`config.mk`:
```
export PLATFORM = sky130hd
export DESIGN_NAME = keypad_scanner
export DESIGN_NICKNAME = d
export VERILOG_FILES = /design/src/rtl/keypad_scanner.sv
export SDC_FILE = /design/constraint.sdc
export NUM_CORES = 1
export LEC_CHECK = 0
export ABC_AREA = 0
export CORE_ASPECT_RATIO = 2
export CORE_MARGIN = 3
export CORE_UTILIZATION = 45
export CTS_CLUSTER_DIAMETER = 60
export DETAILED_ROUTE_END_ITERATION = 7
export PLACE_DENSITY_LB_ADDON = 0.15
export SLEW_MARGIN = 20
export SYNTH_ARGS = -nofsm -noshare
export SYNTH_HDL_FRONTEND = slang
export SYNTH_SLANG_ARGS = --single-unit
```
`constraint.sdc`:
```
create_clock -name clk -period 3.2 [get_ports clk]
set_clock_uncertainty 0.2 [all_clocks]
set_input_delay 0.48 -clock clk [delete_from_list [all_inputs] [get_ports clk]]
set_output_delay 0.48 -clock clk [all_outputs]
set_load 0.05 [all_outputs]
```
`src/rtl/keypad_scanner.sv`:
```
// keypad_scanner: 4x4 matrix keypad scanner producing a hex key code and key-present flag
// Ports: clk, reset (async, active-low), col_n[3:0] raw columns (low = closed),
//        row_n[3:0] one-hot active-low row drive, key_code[3:0] held key, key_pressed.
// Optional: define KEYPAD_GHOST_REJECT_EN to ignore multi-key samples while scanning.
module keypad_scanner #(
  parameter int SETTLE_CYCLES = 4
) (
  input  logic       clk,
  input  logic       reset,
  input  logic [3:0] col_n,
  output logic [3:0] row_n,
  output logic [3:0] key_code,
  output logic       key_pressed
);
  typedef enum logic {SCAN, HOLD} state_t;
  localparam logic [7:0] LAST = 8'(SETTLE_CYCLES - 1);
  // nibble {row,col} -> code; row0 col0 is the least significant nibble
  localparam logic [63:0] KEYMAP = 64'hDF0E_C987_B654_A321;
  state_t     state, state_d;
  logic [3:0] col_m, col_s;
  logic [1:0] row_idx, row_idx_d, row_next, low_col;
  logic [7:0] settle_cnt, settle_d, rel_cnt, rel_d;
  logic [3:0] row_n_d, code_d, col_low;
  logic       pressed_d, any_low, key_seen;
  always_ff @(posedge clk or negedge reset)
    if (!reset) begin
      state       <= SCAN;
      col_m       <= 4'hF;
      col_s       <= 4'hF;
      row_idx     <= 2'd0;
      row_n       <= 4'b1110;
      settle_cnt  <= 8'd0;
      rel_cnt     <= 8'd0;
      key_code    <= 4'h0;
      key_pressed <= 1'b0;
    end else begin
      state       <= state_d;
      col_m       <= col_n;
      col_s       <= col_m;
      row_idx     <= row_idx_d;
      row_n       <= row_n_d;
      settle_cnt  <= settle_d;
      rel_cnt     <= rel_d;
      key_code    <= code_d;
      key_pressed <= pressed_d;
    end
  always_comb begin
    col_low  = ~col_s;
    any_low  = |col_low;
`ifdef KEYPAD_GHOST_REJECT_EN
    key_seen = any_low & ~|(col_low & (col_low - 4'd1));
`else
    key_seen = any_low;
`endif
    low_col   = col_low[0] ? 2'd0 : col_low[1] ? 2'd1 : col_low[2] ? 2'd2 : 2'd3;
    row_next  = row_idx + 2'd1;
    state_d   = state;
    row_idx_d = row_idx;
    row_n_d   = row_n;
    settle_d  = settle_cnt;
    rel_d     = rel_cnt;
    code_d    = key_code;
    pressed_d = key_pressed;
    if (state == SCAN) begin
      if (settle_cnt != LAST)
        settle_d = settle_cnt + 8'd1;
      else if (key_seen) begin
        state_d   = HOLD;
        code_d    = KEYMAP[{row_idx, low_col, 2'b00} +: 4];
        pressed_d = 1'b1;
        settle_d  = 8'd0;
        rel_d     = 8'd0;
      end else begin
        row_idx_d = row_next;
        row_n_d   = ~(4'b0001 << row_next);
        settle_d  = 8'd0;
      end
    end else begin
      if (any_low)
        rel_d = 8'd0;
      else if (rel_cnt == LAST) begin
        state_d   = SCAN;
        pressed_d = 1'b0;
        row_idx_d = row_next;
        row_n_d   = ~(4'b0001 << row_next);
        settle_d  = 8'd0;
        rel_d     = 8'd0;
      end else
        rel_d = rel_cnt + 8'd1;
    end
  end
endmodule

```
### Word-level counts from Yosys, hierarchy flattened

Index checks and enable logic that the tools add are counted.

| word-level totals | value |
|---|---|
| bits of input ports | 6 |
| word-level logic and storage cells | 63 |
| output and inout port bits | 9 |
| flip-flop bits (word level) | 36 |

| cells by class | value |
|---|---|
| equal/unequal tests | 5 |
| bitwise logic cells | 5 |
| shifts and indexed selects | 2 |
| reductions and logical operators | 7 |
| add/sub/neg operators | 3 |
| muxes and demuxes | 32 |

Operators with widths:

| cell | count |
|---|---|
| 2-to-1 mux 8 bit | 9 |
| indexed part select 64 x 7 -> 4 bit, first input constant | 1 |
| 2-to-1 mux 4 bit | 5 |
| adder 8 x 1 -> 8 bit, second input constant | 2 |
| 2-to-1 mux 2 bit | 7 |
| 2-to-1 mux 1 bit | 11 |
| == test 8 x 2 -> 1 bit, second input constant | 1 |
| inequality test 8 x 2 -> 1 bit, second input constant | 1 |
| NOT 4 bit | 2 |
| AND reduction 3 bit | 2 |
| inequality test 2 bit, second input constant | 2 |
| AND reduction 2 bit | 2 |
| AND reduction 4 bit | 1 |
| OR reduction 4 bit | 1 |
| left shift 1 x 2 -> 4 bit, first input constant | 1 |
| NOT 1 bit | 3 |
| adder 2 x 1 -> 2 bit, second input constant | 1 |
| inequality test 2 x 1 -> 1 bit, second input constant | 1 |
| nonzero test 2 bit | 1 |

### Logic depth before layout (Yosys ltp)

| depth | value |
|---|---|
| depth after elaboration | 6 |
| gate-level depth with buffers | 10 |
| mapped depth without buffers | 9 |

### Least setup slack after synthesis

OpenSTA, ideal clock, no wires.

| timing | value |
|---|---|
| kind | reg2reg |
| start | register col_s[0] |
| end | register settle_cnt[6] |
| stages on the path, launching flop included | 11 |
| period minus slack after synthesis | 2490 ps |
| arrival | 2213 ps |
| slack | 710 ps |
| path buffers | 1 |
| data required time | 2923 ps |
| setup time | 77 ps |
| cell sequence | dfstp_2 > nand2_2 > inv_2 > and3_4 > inv_2 > ha_1 > nor4_1 > a21oi_2 > buf_6 > or4_1 > a21oi_1 |

| between the ends | value |
|---|---|
| longest elaborated chain between the ends | 4 |

RTL lines:

| what | line | source |
|---|---|---|
| start, declared | 20 | `logic [3:0] col_m, col_s;` |
| start signal, assigned | 39 | `col_s <= col_m;` |
| NOT 4 bit | 48 | `col_low = ~col_s;` |
| OR reduction 4 bit | 49 | `any_low = \|col_low;` |
| inequality test 2 bit (no line) | n/a |  |
| AND reduction 2 bit (no line) | n/a |  |
| end signal, assigned | 42 | `settle_cnt <= settle_d;` |
| end, declared | 22 | `logic [7:0] settle_cnt, settle_d, rel_cnt, rel_d;` |

No other way between the ends.
A chain may end at the register's enable or synchronous reset.

### Worst setup path after layout

Ends and elaborated chain as after synthesis.

==> key figures <==
Clock network
  • CTS H-tree lvls: 2
  • Resized cells post-CTS: 0
  • CTS buffer count: 5
  • Clock Tree Buf Depth: 2
  • Hold Buf Count CTS: 0
  • Setup bufs post-CTS: 0
  • Worst-path clk slew: 0.07 ns
  • Clock sinks: 36
  • Worst-Skew Late Latency: a little under 0.3 ns
  • CTS tree: built
  • Clock root buffer master: clkbuf_8

Power and ir drop
  • Peak supply drop: 0.314 mV
  • Power Density: 430 nW/um2
  • Leakage: slightly above 1 nW

Placement
  • Placed wire-length estimate: approximately 2.8 mm
  • RD Place Congestion: just over 0.8
  • Worst slack at placement: roughly 0.56 ns
  • Number of I/O port buffers: 14

Run status
  • Outcome: complete, no violations

Detailed routing
  • DRC errors left: 0
  • Wire length per cell: about 15 um
  • Vias: 1447
  • Initial DRC count: 60
  • Antenna-violating nets left: 0
  • Routed vias/inst: 5.83
  • Pre-antenna DRT Iters: 4
  • Drt total wl: 3.73 mm

Cells and area
  • Fillers: 361
  • Layout cells sized above 1: 0.168
  • # diodes: 0
  • Fin util: 0.540
  • Synth-to-layout area growth: 14.8%
  • Fin nets: around 220

Timing
  • Fmax: 0.377 GHz
  • Final Max Slew Viols: 0
  • Worst slew margin relative to its limit: 0.562
  • Final hold viol count: 0
  • Tmin final: 2.65 ns
  • Fin crit share: 0.829
  • Worst slew pin tran: 0.655 ns
  • Final Hold Slack: between 0.15 and 0.2 ns
  • Final WS setup: 0.546 ns
  • Final setup fails: 0
  • Unrepaired setup endpoints after global routing: false
  • Setup TNS Final: 0 ns

Setup path
  • Worst EP required: about 3.2 ns
  • Kind of critical path: flip-flop to flip-flop
  • CP startpoint kind: flip-flop
  • WP data arrival: between 2 and 3 ns
  • Cell mode on critical path: inv_2
  • Slowest cell on crit path: dfstp_2
  • CP max FO: 11
  • R2R Setup Slk: 0.55 ns
  • Crit path capture type: flip-flop
  • CP Cell Sequence: nand2_2 > inv_2 > and3_4 > inv_2 > ha_1 > nor4_1 > a21oi_2 > or4_1 > a21oi_1
  • Largest stage delay, worst path: 0.56 ns

Hold path
  • Worst hold path class: flip-flop to flip-flop

Logic synthesis
  • Compound-Gate Fraction of Synth Area: 0.160
  • FF+latch count, synth: 36
  • Netlist cell types: between 40 and 50
  • Mean Syn Cell Area: about 11 um2
  • Synthesized area: roughly 1900 um2
  • XOR/XNOR Fraction of Synth Area: 0.00451
  • Top area cells in the synthesized netlist: dfrtp_1, dfstp_2, ha_1
  • Syn Inst Count: 180
  • Register area share after synthesis: 0.471
  • Ys async rst share: 1.00
  • Post-Synth Adder-Cell Area: 0.0966
  • EDFF count, synth: 0
  • Largest family of logic cells by synthesized area: simple AND/OR/NAND/NOR gates
  • Syn_nets: roughly 200
  • Total number of yosys warnings: 0
  • Multiplexer share of the synthesized area: 0.0476
  • Share of the synthesized area in the top cell type: 0.322
  • Top FF cell, synth: dfrtp_1
  • Post-synth top area cell: dfrtp_1
  • Synth Area in Simple Gates: 0.178

Flow run
  • Max Cap Viol: 0

Floorplan
  • CORE AREA: 4130 um2
  • Die Y: around 99 um
  • Die W: roughly 52 um
  • IO Pins: 15
  • Initial Util: 0.471
  • Rows: 33
  • Die area: just over 5000 um2

Global routing
  • Vias in the first global route: roughly 1500
  • Tot GR Track Use: 0.162
  • First-pass GRT wire length: between 6 and 7 mm
  • Largest net degree at the start of global routing: 37
  • Grt ovf: 0
  • Antenna violations before repair: 0
synth_stat cells (3+ instances only):
cell / count
nor2_1: 9
inv_1: 10
or4_1: 3
o21ai_0: 7
nand3_1: 12
a31oi_1: 3
a22o_1: 5
and3_1: 5
a21o_1: 4
a211oi_1: 3
ha_1: 15
nand2_1: 8
mux2i_1: 7
dfstp_2: 11
clkbuf_1: 4
a21oi_1: 8
dfrtp_1: 25
metrics by stage:
stage,cells,area (um2),power [mW]
after floorplan,180,1940,0.540
after global placement,240,2120,0.572
after detailed placement,240,2120,0.576
after CTS,248,2230,0.977
after global routing,248,2230,0.999
final,248,2230,0.959
area by class of cell:
cell class | instances | area [um2] | area share
Clock inverter | 3 | 42.5 | 0.0191
Inverter | 12 | 45.0 | 0.0202
Timing Repair Buffer | 15 | 148 | 0.0662
Sequential cell | 36 | 915 | 0.410
Clock buffer | 5 | 68.8 | 0.0308
Tap cell | 52 | 65.1 | 0.0292
Multi-Input combinational cell | 125 | 947 | 0.425
logic make-up (layout without fill, tap and decap cells):
group,Yosys count,after routing
adders and majority gates,15,15
muxes,9,9
xor gates and xnor gates,1,1
and+or+nand+nor,56,56
AOI/OAI and AO/OA,44,44
DFF,36,36
buffers and inverters,19,35
worst paths after layout:
kind / startpoint / to / cells after the start
max: col_s[0]$_DFF_PN1_ / settle_cnt[6]$_DFFE_PN0P_ / 9
max reg2reg: col_s[0]$_DFF_PN1_ / settle_cnt[6]$_DFFE_PN0P_ / 9
min: col_m[3]$_DFF_PN1_ / col_s[3]$_DFF_PN1_ / 0
min reg2reg: col_m[3]$_DFF_PN1_ / col_s[3]$_DFF_PN1_ / 0
max in group asynchronous: reset / col_s[0]$_DFF_PN1_ / 2
min in group asynchronous: reset / settle_cnt[4]$_DFFE_PN0P_ / 2
registers in the layout (all words and copies together), names as in the netlist:
name,flops
rel_cnt,8
settle_cnt,8
col_m,4
col_s,4
key_code,4
row_n,4
row_idx,2
key_pressed,1
state,1
per-layer routing:
layer  GRT usage  part of all wire  up-vias
li1            -                 -      690
met3      0.0424             0.037        7
met2       0.290              0.56       30
met4      0.0787             0.021        0
met5           0                 0        -
met1       0.164              0.38      720
critical path, delay by kind of cell (launching register included):
family          cells  cell delay, ns
flops               1            0.56
fa+ha+maj           1            0.23
simple gates        4            1.08
compound gates      2            0.36
buf+inv             2            0.15
placed cells by master, fill, tap and decap left out, types with 4 or more instances in the layout:
master           synthesis  final
a21o_1                   4      4
a21oi_1                  8      8
a22o_1                   5      5
and3_1                   5      5
clkbuf_8                 0      5
clkdlybuf4s50_1          0     14
dfrtp_1                 25     25
dfstp_2                 11     11
ha_1                    15     15
inv_1                   10     10
mux2i_1                  7      7
nand2_1                  8      8
nand3_1                 12     12
nor2_1                   9      9
o21ai_0                  7      7
power breakdown:
group	total [mW]	leakage [nW]	internal, mW	switching (mW)
Sequential	0.486	0.447	0.474	0.0119
Combinational	0.0806	0.528	0.0307	0.0499
Clock	0.393	0.0541	0.230	0.162
No activity file was read; power rests on OpenSTA's default activity.
